<file path="src/rtl/bicubic_tile_collector_pkg.sv">
// Shared constants and helpers for the bicubic tile collector
// and the upsampler wrapper.
package bicubic_tile_collector_pkg;

  localparam int CHANNEL_WIDTH = 8;
  localparam int TILE_PIX      = 16;
  localparam int ROW_PIX       = 4;

  localparam logic [1:0] ST_IDLE  = 2'd0;
  localparam logic [1:0] ST_ISSUE = 2'd1;
  localparam logic [1:0] ST_DRAIN = 2'd2;

  // Pixel k of a row-major window; k=0 is upsampler input p1.
  function automatic logic [CHANNEL_WIDTH-1:0] win_pix(
    input logic [TILE_PIX*CHANNEL_WIDTH-1:0] win,
    input logic [3:0]                        idx
  );
    return win[idx*CHANNEL_WIDTH +: CHANNEL_WIDTH];
  endfunction

endpackage

</file>
<file path="src/rtl/bicubic_tile_collector_buf.sv">
// 16-pixel tile store: one pixel write port, one 4-pixel row read port.
// The array is left unreset; readers gate its output.
module bicubic_tile_buf
  import bicubic_tile_collector_pkg::*;
#(
  parameter int CW = CHANNEL_WIDTH
) (
  input  logic                  clk,
  input  logic                  i_we,
  input  logic [3:0]            i_widx,
  input  logic [CW-1:0]         i_wdata,
  input  logic [1:0]            i_ridx,
  output logic [ROW_PIX*CW-1:0] o_rdata
);

  logic [CW-1:0] r_mem [TILE_PIX];

  // capture one interpolated pixel per beat
  always_ff @(posedge clk) begin
    if (i_we) r_mem[i_widx] <= i_wdata;
  end

  // gather the four columns of the selected row
  always_comb begin
    o_rdata = '0;
    for (int c = 0; c < ROW_PIX; c++) begin
      o_rdata[c*CW +: CW] = r_mem[{i_ridx, 2'(c)}];
    end
  end

endmodule

</file>
<file path="src/rtl/bicubic_tile_collector.sv">
// Drives one 4x4 window into the bicubic upsampler, gathers its 16
// serial pixels into a tile and streams the tile out row by row.
module bicubic_tile_collector
  import bicubic_tile_collector_pkg::*;
#(
  parameter int CW = CHANNEL_WIDTH
) (
  input  logic              clk,
  input  logic              rst,
  input  logic              win_valid,
  output logic              win_ready,
  input  logic [16*CW-1:0]  win_data,
  output logic              bf_req_valid,
  input  logic              bcci_req_ready,
  output logic [16*CW-1:0]  bf_win,
  input  logic              bcci_rsp_valid,
  output logic              bf_rsp_ready,
  input  logic [CW-1:0]     bcci_rsp_data1,
  output logic              row_valid,
  input  logic              row_ready,
  output logic [4*CW-1:0]   row_data,
  output logic              row_last,
  output logic              sync_err
);

  logic [1:0]       r_state;
  logic [3:0]       r_cnt;
  logic [1:0]       r_row;
  logic             r_full;
  logic [16*CW-1:0] r_act;
  logic [16*CW-1:0] r_pend;
  logic             r_sync_err;

  logic             w_issue;
  logic             w_drain;
  logic             w_win_hs;
  logic             w_beat;
  logic             w_resync;
  logic             w_row_hs;
  logic             w_tile_done;
  logic [4*CW-1:0]  w_row;

  assign w_issue  = (r_state == ST_ISSUE);
  assign w_drain  = (r_state == ST_DRAIN);
  assign w_win_hs = win_valid & ~r_full;
  // The first beat must coincide with the upsampler's first state.
  assign w_beat   = w_issue & bcci_rsp_valid &
                    ((r_cnt != 4'd0) | bcci_req_ready);
  assign w_resync = w_issue & bcci_rsp_valid &
                    (r_cnt == 4'd0) & ~bcci_req_ready;
  assign w_row_hs = w_drain & row_ready;
  assign w_tile_done = w_row_hs & (r_row == 2'd3);

  assign win_ready    = ~r_full;
  assign bf_req_valid = w_issue;
  assign bf_rsp_ready = w_issue;
  assign bf_win       = r_act;
  assign row_valid    = w_drain;
  assign row_last     = w_drain & (r_row == 2'd3);
  assign row_data     = w_drain ? w_row : '0;
  assign sync_err     = r_sync_err;

  bicubic_tile_buf #(
    .CW (CW)
  ) u_buf (
    .clk     (clk),
    .i_we    (w_beat),
    .i_widx  (r_cnt),
    .i_wdata (bcci_rsp_data1),
    .i_ridx  (r_row),
    .o_rdata (w_row)
  );

  // control FSM, window slots and counters
  always_ff @(posedge clk) begin
    if (rst) begin
      r_state    <= ST_IDLE;
      r_cnt      <= '0;
      r_row      <= '0;
      r_full     <= 1'b0;
      r_act      <= '0;
      r_pend     <= '0;
      r_sync_err <= 1'b0;
    end else begin
      if (w_resync) r_sync_err <= 1'b1;
      // park a window arriving while busy, unless it goes
      // straight to the active slot at the end of a tile
      if (!(r_state == ST_IDLE) && w_win_hs && !w_tile_done) begin
        r_pend <= win_data;
        r_full <= 1'b1;
      end
      case (r_state)
        ST_IDLE: begin
          if (w_win_hs) begin
            r_act   <= win_data;
            r_cnt   <= '0;
            r_state <= ST_ISSUE;
          end
        end
        ST_ISSUE: begin
          if (w_beat) begin
            r_cnt <= r_cnt + 4'd1;
            if (r_cnt == 4'd15) begin
              r_row   <= '0;
              r_state <= ST_DRAIN;
            end
          end
        end
        ST_DRAIN: begin
          if (w_row_hs) begin
            r_row <= r_row + 2'd1;
            if (r_row == 2'd3) begin
              r_cnt <= '0;
              if (r_full) begin
                r_act   <= r_pend;
                r_full  <= 1'b0;
                r_state <= ST_ISSUE;
              end else if (w_win_hs) begin
                r_act   <= win_data;
                r_state <= ST_ISSUE;
              end else begin
                r_state <= ST_IDLE;
              end
            end
          end
        end
        default: r_state <= ST_IDLE;
      endcase
    end
  end

endmodule
</file>
<file path="config.mk">
export PLATFORM = sky130hd
export DESIGN_NAME = bicubic_tile_collector
export DESIGN_NICKNAME = d
export VERILOG_FILES = /design/src/rtl/bicubic_tile_collector_pkg.sv /design/src/rtl/bicubic_tile_collector_buf.sv /design/src/rtl/bicubic_tile_collector.sv
export SDC_FILE = /design/constraint.sdc
export NUM_CORES = 1
export LEC_CHECK = 0
export CAP_MARGIN = 20
export CORE_MARGIN = 2
export CORE_UTILIZATION = 49
export CTS_BUF_LIST = sky130_fd_sc_hd__clkbuf_8
export CTS_CLUSTER_SIZE = 40
export DETAILED_ROUTE_END_ITERATION = 16
export GPL_TIMING_DRIVEN = 0
export PLACE_DENSITY = 0.9
export SLEW_MARGIN = 20
export SYNTH_ARGS = -nofsm -noshare
export SYNTH_HDL_FRONTEND = slang
export SYNTH_SLANG_ARGS = --single-unit
</file>
<file path="constraint.sdc">
create_clock -name clk -period 1.79 [get_ports clk]
set_input_delay 0.2685 -clock clk [delete_from_list [all_inputs] [get_ports clk]]
set_output_delay 0.2685 -clock clk [all_outputs]
set_load 0.1 [all_outputs]
</file>
== Word-level counts from Yosys, hierarchy flattened ==
Memory sizes are Yosys's and may differ from the RTL's. A register that Yosys moved wholly into a read port is not among the register bits.
Index checks and enable logic that the tools add are counted.

* Multiplexer cells: 38
* Reductions and logical operators: 14
* Equality and inequality tests: 9
* Bitwise logic cells: 11
* Add/subtract/negate cells: 2

{| class="wikitable"
|+ Operators with widths
! operator !! count
|-
| 2-to-1 mux 128 bit || 4
|-
| case mux 128 bit (2 select lines) || 1
|-
| 2-to-1 mux 4 bit || 12
|-
| 2-to-1 mux 32 bit || 1
|-
| 2-to-1 mux 2 bit || 8
|-
| case mux 4 bit (3 select lines) || 1
|-
| AND reduction 5 bit || 2
|-
| 2-to-1 mux 1 bit || 9
|-
| AND 1 bit || 8
|-
| inequality test 2 x 1 -> 1 bit, second input constant || 4
|-
| case mux 2 bit (3 select lines) || 1
|-
| adder 4 x 1 -> 4 bit, second input constant || 1
|-
| equality test 2 bit, second input constant || 2
|-
| equality test 4 bit, second input constant || 1
|-
| logical NOT 4 bit || 1
|-
| case mux 2 bit (2 select lines) || 1
|-
| AND reduction 4 bit || 1
|-
| nonzero test 2 bit || 2
|-
| nonzero test 4 bit || 1
|-
| AND reduction 3 bit || 1
|-
| nonzero test 3 bit || 1
|-
| adder 2 x 1 -> 2 bit, second input constant || 1
|-
| equality test 2 x 1 -> 1 bit, second input constant || 1
|-
| logical AND 1 bit || 2
|-
| 5 further kinds || 7
|}

* Word-level logic and storage cells: 82
* Bits in registers: 266
* Bits of input ports: 142
* Output and inout port bits: 166
* Memory bits (writable): 128
* Memories: 1

{| class="wikitable"
|+ Memories
! name !! depth !! bits a word !! rd ports !! clocked after Yosys merged registers in !! write ports !! RTL line !! RTL
|-
| u_buf.r_mem || 16 || 8 || 4 || 4 || 1 || bicubic_tile_collector_buf.sv:16 || <nowiki>logic [CW-1:0] r_mem [TILE_PIX];</nowiki>
|}

== Longest topological paths before layout ==
* Depth after elaboration: 10
* Gate-level depth with buffers: 7
* Depth with buffers taken out: 5

== Hierarchy ==
A second synthesis with hierarchy kept.

* Cell total of the unflattened synthesis: 1596
* Area total of the unflattened synthesis: 16530.9 sq um

{| class="wikitable"
|+ By module, submodules not included
! module !! instances !! area each (sq um) !! sequential area each (sq um) !! cells an instance
|-
| bicubic_tile_collector || 1 || 11762.5 || 5325.1 || 1406
|-
| bicubic_tile_buf || 1 || 4768.3 || 3843.7 || 190
|}

== Worst setup path before layout ==
OpenSTA, ideal clock, no wires.

* Path type: register to output
* Start: reg r_state[1]
* End: out row_data[22]
* Data required time: 1521 ps
* Buffers on the path: 2
* Setup slack: -1045 ps
* Cell stages (with the launch flop): 5
* Arrival time: 2567 ps
* Cell sequence: dfxtp_1 -> nor2b_1 -> clkbuf_1 -> clkbuf_1 -> and2_1

* Word-level cells in the longest chain between the ends: 2

{| class="wikitable"
|+ RTL lines
! element !! RTL line !! RTL
|-
| start, declared || bicubic_tile_collector.sv:26 || <nowiki>logic [1:0] r_state;</nowiki>
|-
| start signal, assigned || bicubic_tile_collector.sv:77 || <nowiki>r_state <= ST_IDLE;</nowiki>
|-
| start signal, assigned || bicubic_tile_collector.sv:97 || <nowiki>r_state <= ST_ISSUE;</nowiki>
|-
| start signal, assigned || bicubic_tile_collector.sv:105 || <nowiki>r_state <= ST_DRAIN;</nowiki>
|-
| equality test 2 bit || bicubic_tile_collector.sv:44 || <nowiki>assign w_drain = (r_state == ST_DRAIN);</nowiki>
|-
| named net row_valid || bicubic_tile_collector.sv:19 || <nowiki>output logic row_valid,</nowiki>
|-
| 2-to-1 mux 32 bit || bicubic_tile_collector.sv:60 || <nowiki>assign row_data = w_drain ? w_row : '0;</nowiki>
|-
| end, declared || bicubic_tile_collector.sv:21 || <nowiki>output logic [4*CW-1:0] row_data,</nowiki>
|}

The timed path passes the listed nets, and every way through them passes these cells.

==> qor.yml <==
logic_synthesis:
  syn_nets: 1597
  synth_ff_type: "dfxtp_1"
  synth_top_area_share_pct: 32.18
  avgSynthCellArea_um2: 11.50
  yosysMostFrequentCell: "dfxtp_1"
  synth_edf_count: 128
  synth_common_cells: "dfxtp_1, nand2_1, mux2i_1, edfxtp_1, o21ai_1"
  yosys.cell_types.count: 42
  synth_seq_cells: 396
  yosysSeqAreaShare_pct: 55.24
  yosysWarningCount: 0
  async_flop_share_pct: 0
  netlist_area_um2: 16670
  syn_inst: 1450
  ys_top_cells_by_area: "dfxtp_1, edfxtp_1, mux2i_1"
  yosysTopAreaCell: "dfxtp_1"
power_and_ir_drop:
  power.total_uw: 22210
  power_density_nw_per_um2: 961.9
  leakagePower_uw: 0.009630
  vdd_drop_max_mv: 0.9045
detailed_routing:
  vias: 14200
  met3WireLength_um: 5558
  routed_wirelength_um: 54810
  dr.max_layer_used: "met5"
  drt-pass1-iter-count: 7
  drt-wirelength-per-cell_um: 23.21
  antenna_left: 0
  drcViolationCount: 0
  first_iter_violations: 1162
  met2_length_um: 26470
  wl_met1_um: 19560
  via_per_inst: 6.015
die:
  chipHeight_um: 188.5
  dieArea_um2: 35510
  rows: 67
  die_width_um: 188.5
  core-area_um2: 33530
  start_util_pct: 49.72
  io-pin-count: 308
setup_path:
  crit_arrival_ns: 2.12
  crit_type: "flip-flop to output port"
  timing.rr.start: "r_state[1]"
  cp-start-kind: "flip-flop"
  cpPeakStageDelay_ns: 0.52
  crit_buf_inv: 2
  crit_slowest_cell: "mux4_2"
  cp-end-kind: "output port"
  ff2ff_setup_slack_ns: -0.21
  worst-path-stages: 4
  crit_path_max_fanout: 10
  critPathTopFamily: "multiplexers"
  worstRegToRegCells: 7
  worstPathCellList: "buf_12 > mux4_2 > and2_2 > buf_8"
  endpoint: "row_data[15]"
  timing.rr.end: "bf_win[47]"
  required_ns: 1.52
final_layout:
  drive_gt1_share_pct: 33.54
  stdcell_count: 2361
  postLayoutCellArea_um2: 23090
  layout.nets: 2004
  areaGrowthSynthToFinish_pct: 38.49
  final_util_pct: 68.85
global_routing:
  grt_pass1_vias: 13930
  grt_usage_pct: 27.23
  grt.overflow.total: 0
  grt_pass1_wl_um: 76790
  grt_max_degree: 17
  antenna_found_initial: 6
timing:
  timing.fmax_mhz: 419.2
  worstMarginPinSlew_ns: 0.7157
  fin_ws_ns: -0.5955
  rsz0062_at_grt: "yes"
  setup_viol: 163
  hold_viol: 0
  slew_headroom_pct: 52.14
  period_share_pct: 133.3
  skew_ns: 0.06554
  final.setup.tns_ns: -34.33
  maxSlewViolCount: 0
  fin_crit_ns: 2.386
clock_network:
  cts_buffers: 61
  clk-insertion-delay-late_ns: 0.64
  cts_tree: "built"
  htreeDepth: 2
  clock-sinks: 396
  root_buffer: "clkbuf_8"
  cts_buffer_depth: 3
  clk_pin_slew_ns: 0.06
outcome:
  violations: "setup timing"
  outcome: "complete, but fails checks"
placed_design:
  dpl.hpwl_um: 33940
  place_congestion: 0.9015
  placed_cells: 2206
  dpl_cell_area_um2: 20410
  port_buffers: 307
hold_path:
  hold_class: "primary input to flip-flop"
run:
  drv_cap: 0
cells in the final DEF (no fill, tap or decap), types with 9 or more instances in the layout:
master,Yosys,final
buf_8,0,18
mux2i_1,256,254
and2_4,0,44
dfxtp_1,268,260
inv_1,6,14
edfxtp_1,128,128
clkbuf_16,0,16
o311ai_2,0,9
nand2_1,257,257
buf_4,15,19
o311ai_1,3,78
mux4_2,32,32
clkdlybuf4s50_1,0,141
clkbuf_1,96,45
o21ai_2,0,121
buf_2,16,134
clkinv_2,0,14
clkbuf_2,0,35
o311ai_0,126,42
buf_12,0,42
buf_6,14,22
clkbuf_8,0,70
cells by family after synthesis:
logic type               count (synthesis)  synth area share (%)
AO/OA/AOI/OAI                          279                 11.56
flip-flops                             396                 55.24
buffers and inverters                  150                 4.466
AND/OR/NAND/NOR                        332                 8.669
adder cells (fa/ha/maj)                  5                0.3753
multiplexers                           288                 19.69
repair_timing:
| action | in CTS | in global routing |
|---|---|---|
| hold buffers | 0 | 0 |
| buffers inserted | 12 | 11 |
| setup endpoints to repair | 533 | 358 |
| pin swaps | 5 | 123 |
| cloned | 0 | 17 |
| resized for setup | 1067 | 355 |
stage by stage:
| stage | hold slack (ns) | setup WS, ns |
|---|---|---|
| finish | 0.2241 | -0.5955 |
| global route | 0.2320 | -0.6554 |
| CTS | 0.2031 | -0.6299 |
| detailed placement | 0.4490 | -1.266 |
| global placement | 0.4407 | -1.244 |
| floorplan | 0.3674 | -0.2001 |
worst register-to-register path, cell delays in order (launching register included):
cell and delay (ns):
dfxtp_2 0.32, buf_6 0.12, buf_6 0.11, a21boi_4 0.14
clkbuf_4 0.27, clkbuf_2 0.24, o311ai_0 0.53, o21ai_2 0.13
worst min path at each step:
stage	from	endpoint	slack (ns)	cells after the start
finish	win_data[39]	r_pend[39]	0.22	3
global route	win_data[95]	r_pend[95]	0.23	3
CTS	win_data[109]	r_pend[109]	0.20	3
detailed placement	r_pend[37]	r_pend[37]	0.45	2
global placement	r_pend[2]	r_pend[2]	0.44	2
floorplan	bcci_rsp_data1[0]	u_buf.r_mem[0][0]	0.37	0
state kept, by name (all words and copies together) (netlist names), named ones only:
signal	cells
r_pend	128
r_row	2
r_full	1
bf_win	128
r_cnt	4
u_buf.r_mem	128
r_state	2
sync_err	1
routing by layer:
layer / vias to the layer above / track usage, %
li1: 6207 / -
met1: 6945 / 31.37
met2: 828 / 46.05
met3: 220 / 8.624
met4: 2 / 12.98
met5: - / 0
area by class of cell:
cell class              instances  area (um2)
fillers                      2231       10450
flip-flops and latches        396        9229
multi-input cells             904        7527
repair buffers                348        3466
plain buffers                 139        1011
clock buffers                  70       963.4
well taps                     448       560.5
clock inverters                41       277.8
inverters                       7       32.53
diodes                          8       20.02
where the power goes:
group | internal (uW) | leakage, uW | switching, uW
sequential | 9690 | 0.00334 | 264
combinational | 1250 | 0.00560 | 3250
clock | 4020 | 0.000687 | 3730
total | 15000 | 0.00963 | 7250
No activity file was read; power rests on OpenSTA's default activity.
==> RTL change (config.mk and constraints unchanged) <==
Change the package constant `TILE_PIX` from 16 to 8.
--- a/src/rtl/bicubic_tile_collector_pkg.sv
+++ b/src/rtl/bicubic_tile_collector_pkg.sv
@@ -5,3 +5,3 @@
   localparam int CHANNEL_WIDTH = 8;
-  localparam int TILE_PIX      = 16;
+  localparam int TILE_PIX      = 8;
   localparam int ROW_PIX       = 4;
Formal check against the unedited RTL: no difference found for any inputs over 4 cycles, from zero or initial values and one cycle with rst high; that may be too few to reach the edited logic, so the function may still have changed.
==> RTL change against the unedited design <==
The flow still finishes with violations (negative setup slack). Synthesized cell count rose by 5.5%. Global-route usage is 5.0 points higher. Synthesized area down 9.5%. Final area is 4.0% lower. Clock power shrank 11%. Worst setup slack improved by 0.24 ns. Sequential share of layout area fell by 7.1 points. Sequential cell count decreased by 65. Routed wire length up 6.3%. Power down 9.6%. Combinational power grew 8.4%. Critical endpoint is now row_data[12]. Highest routed layer unchanged.
==> RTL change: results (changes against the unedited design) <==
[outcome]
outcome = finished with violations
violations = negative setup slack

[cells_and_area]
fillers = 1898  ; -15%
clock_cell_area_share_pct = 5.08  ; -0.30 points
fin_cells = 2384  ; +0.97%
num_antenna_cells = 4  ; -4
nets = 2084  ; +4.0%
numSequentialCells = 331  ; -16%
layout-drive-gt1-share_pct = 33.6  ; +0.076 points
buffer_area_share_pct = 22.5  ; +3.1 points
inverters = 6  ; -1
multi_input_area_sq_um = 8230  ; +9.4%

[timing]
setup_violations = 44  ; -73%
fin_setup_tns_ns = -8.48  ; +25.85 ns
setup_ws_ns = -0.352  ; +0.244 ns
slew-limit-headroom_pct = 42.5  ; -9.6 points

[placed_design]
dpl.cell_count = 2232  ; +1.2%
dp_slack_ns = -0.854  ; +0.412 ns
routabilityCongestion = 0.872  ; -3.2%
hpwl_mm = 32.8  ; -3.3%
dpl_cell_area_sq_um = 19000  ; -7.0%
io_buffer_count = 306  ; -0.33%

[setup_path]
cp.arrival_ns = 1.87  ; -0.25 ns
crit_family = buffers and inverters
max_stage_delay_ns = 0.42  ; -0.10 ns
crit_fanout = 5  ; -5
cpMaxStageDelayCell = dfxtp_4

[power_and_ir_drop]
seq_cell_power_w = 0.00829  ; -17%
p_switching_w = 0.00699  ; -3.5%
peakVddDrop_mv = 0.692  ; -24%

[global_route]
grt_start_max_net_pins = 15  ; -2
antenna_found_initial = 9  ; +3
grt.total_usage_pct = 32.2  ; +5.0 points

[routing]
routed_wl_mm = 58.3  ; +6.3%
vias_per_cell = 6.33  ; +5.3%
drtIter0Drc = 1548  ; +33%

[cts]
cts.repair.resized = 1003  ; -6.0%
clk_latency_ns = 0.59  ; -0.05 ns

[worst_hold_path]
hold_class = in2reg

[yosys]
synth_fp_nets = 1675  ; +4.9%
synth-compound-area-share_pct = 18.5  ; +7.0 points
synth_mux_area_share_pct = 10.7  ; -9.0 points
synth_fa_ha_area_share_pct = 0.249  ; -0.13 points
ys.flop_type = dfxtp_1
synth.area.top_cells = dfxtp_1 (35%), edfxtp_1 (13%), a311oi_2 (12%)
synth_enable_flop_cells = 64  ; -50%
synth_seq_area_share_pct = 48.2  ; -7.1 points
yosysUniqueCellTypes = 45  ; +7.1%
synthCells = 1530  ; +5.5%

[floorplanning]
fp.dieW_um = 179  ; -4.8%

-- RTL change: cell types whose count changed after synthesis, moves of 20 or more --
cell      before  now
nand2_1      257  392
o21ai_1      127    0
a31oi_1        2  128
o311ai_0     126    0
nand3_1        6  130
a311oi_2       0  119
mux2i_1      256  160
edfxtp_1     128   64
and2_1        46    1
nor2_1         3   39
mux4_2        32    0
buf_2         16   36
-- RTL change: worst paths after layout --
kind	start	end	slack [ns]	cells past startpoint
worst max-delay path	flip-flop	row_data[12]	-0.35	5
worst min-delay path	win_data[52]	r_pend[52]	0.26	3
worst max register to register	r_state[0]	bf_win[32]	-0.12	8
worst min register to register	r_pend[56]	r_pend[56]	0.46	2
-- RTL change: metal layers --
layer	wire, um	global-route usage (%)	vias to the layer above	part of all wire, %
li1	-	-	6418	-
met1	20500	38.0	7204	35
met2	27400	55.4	1125	47
met3	5770	6.16	349	9.9
met4	4590	17.6	6	7.9
met5	37	0	-	0.063
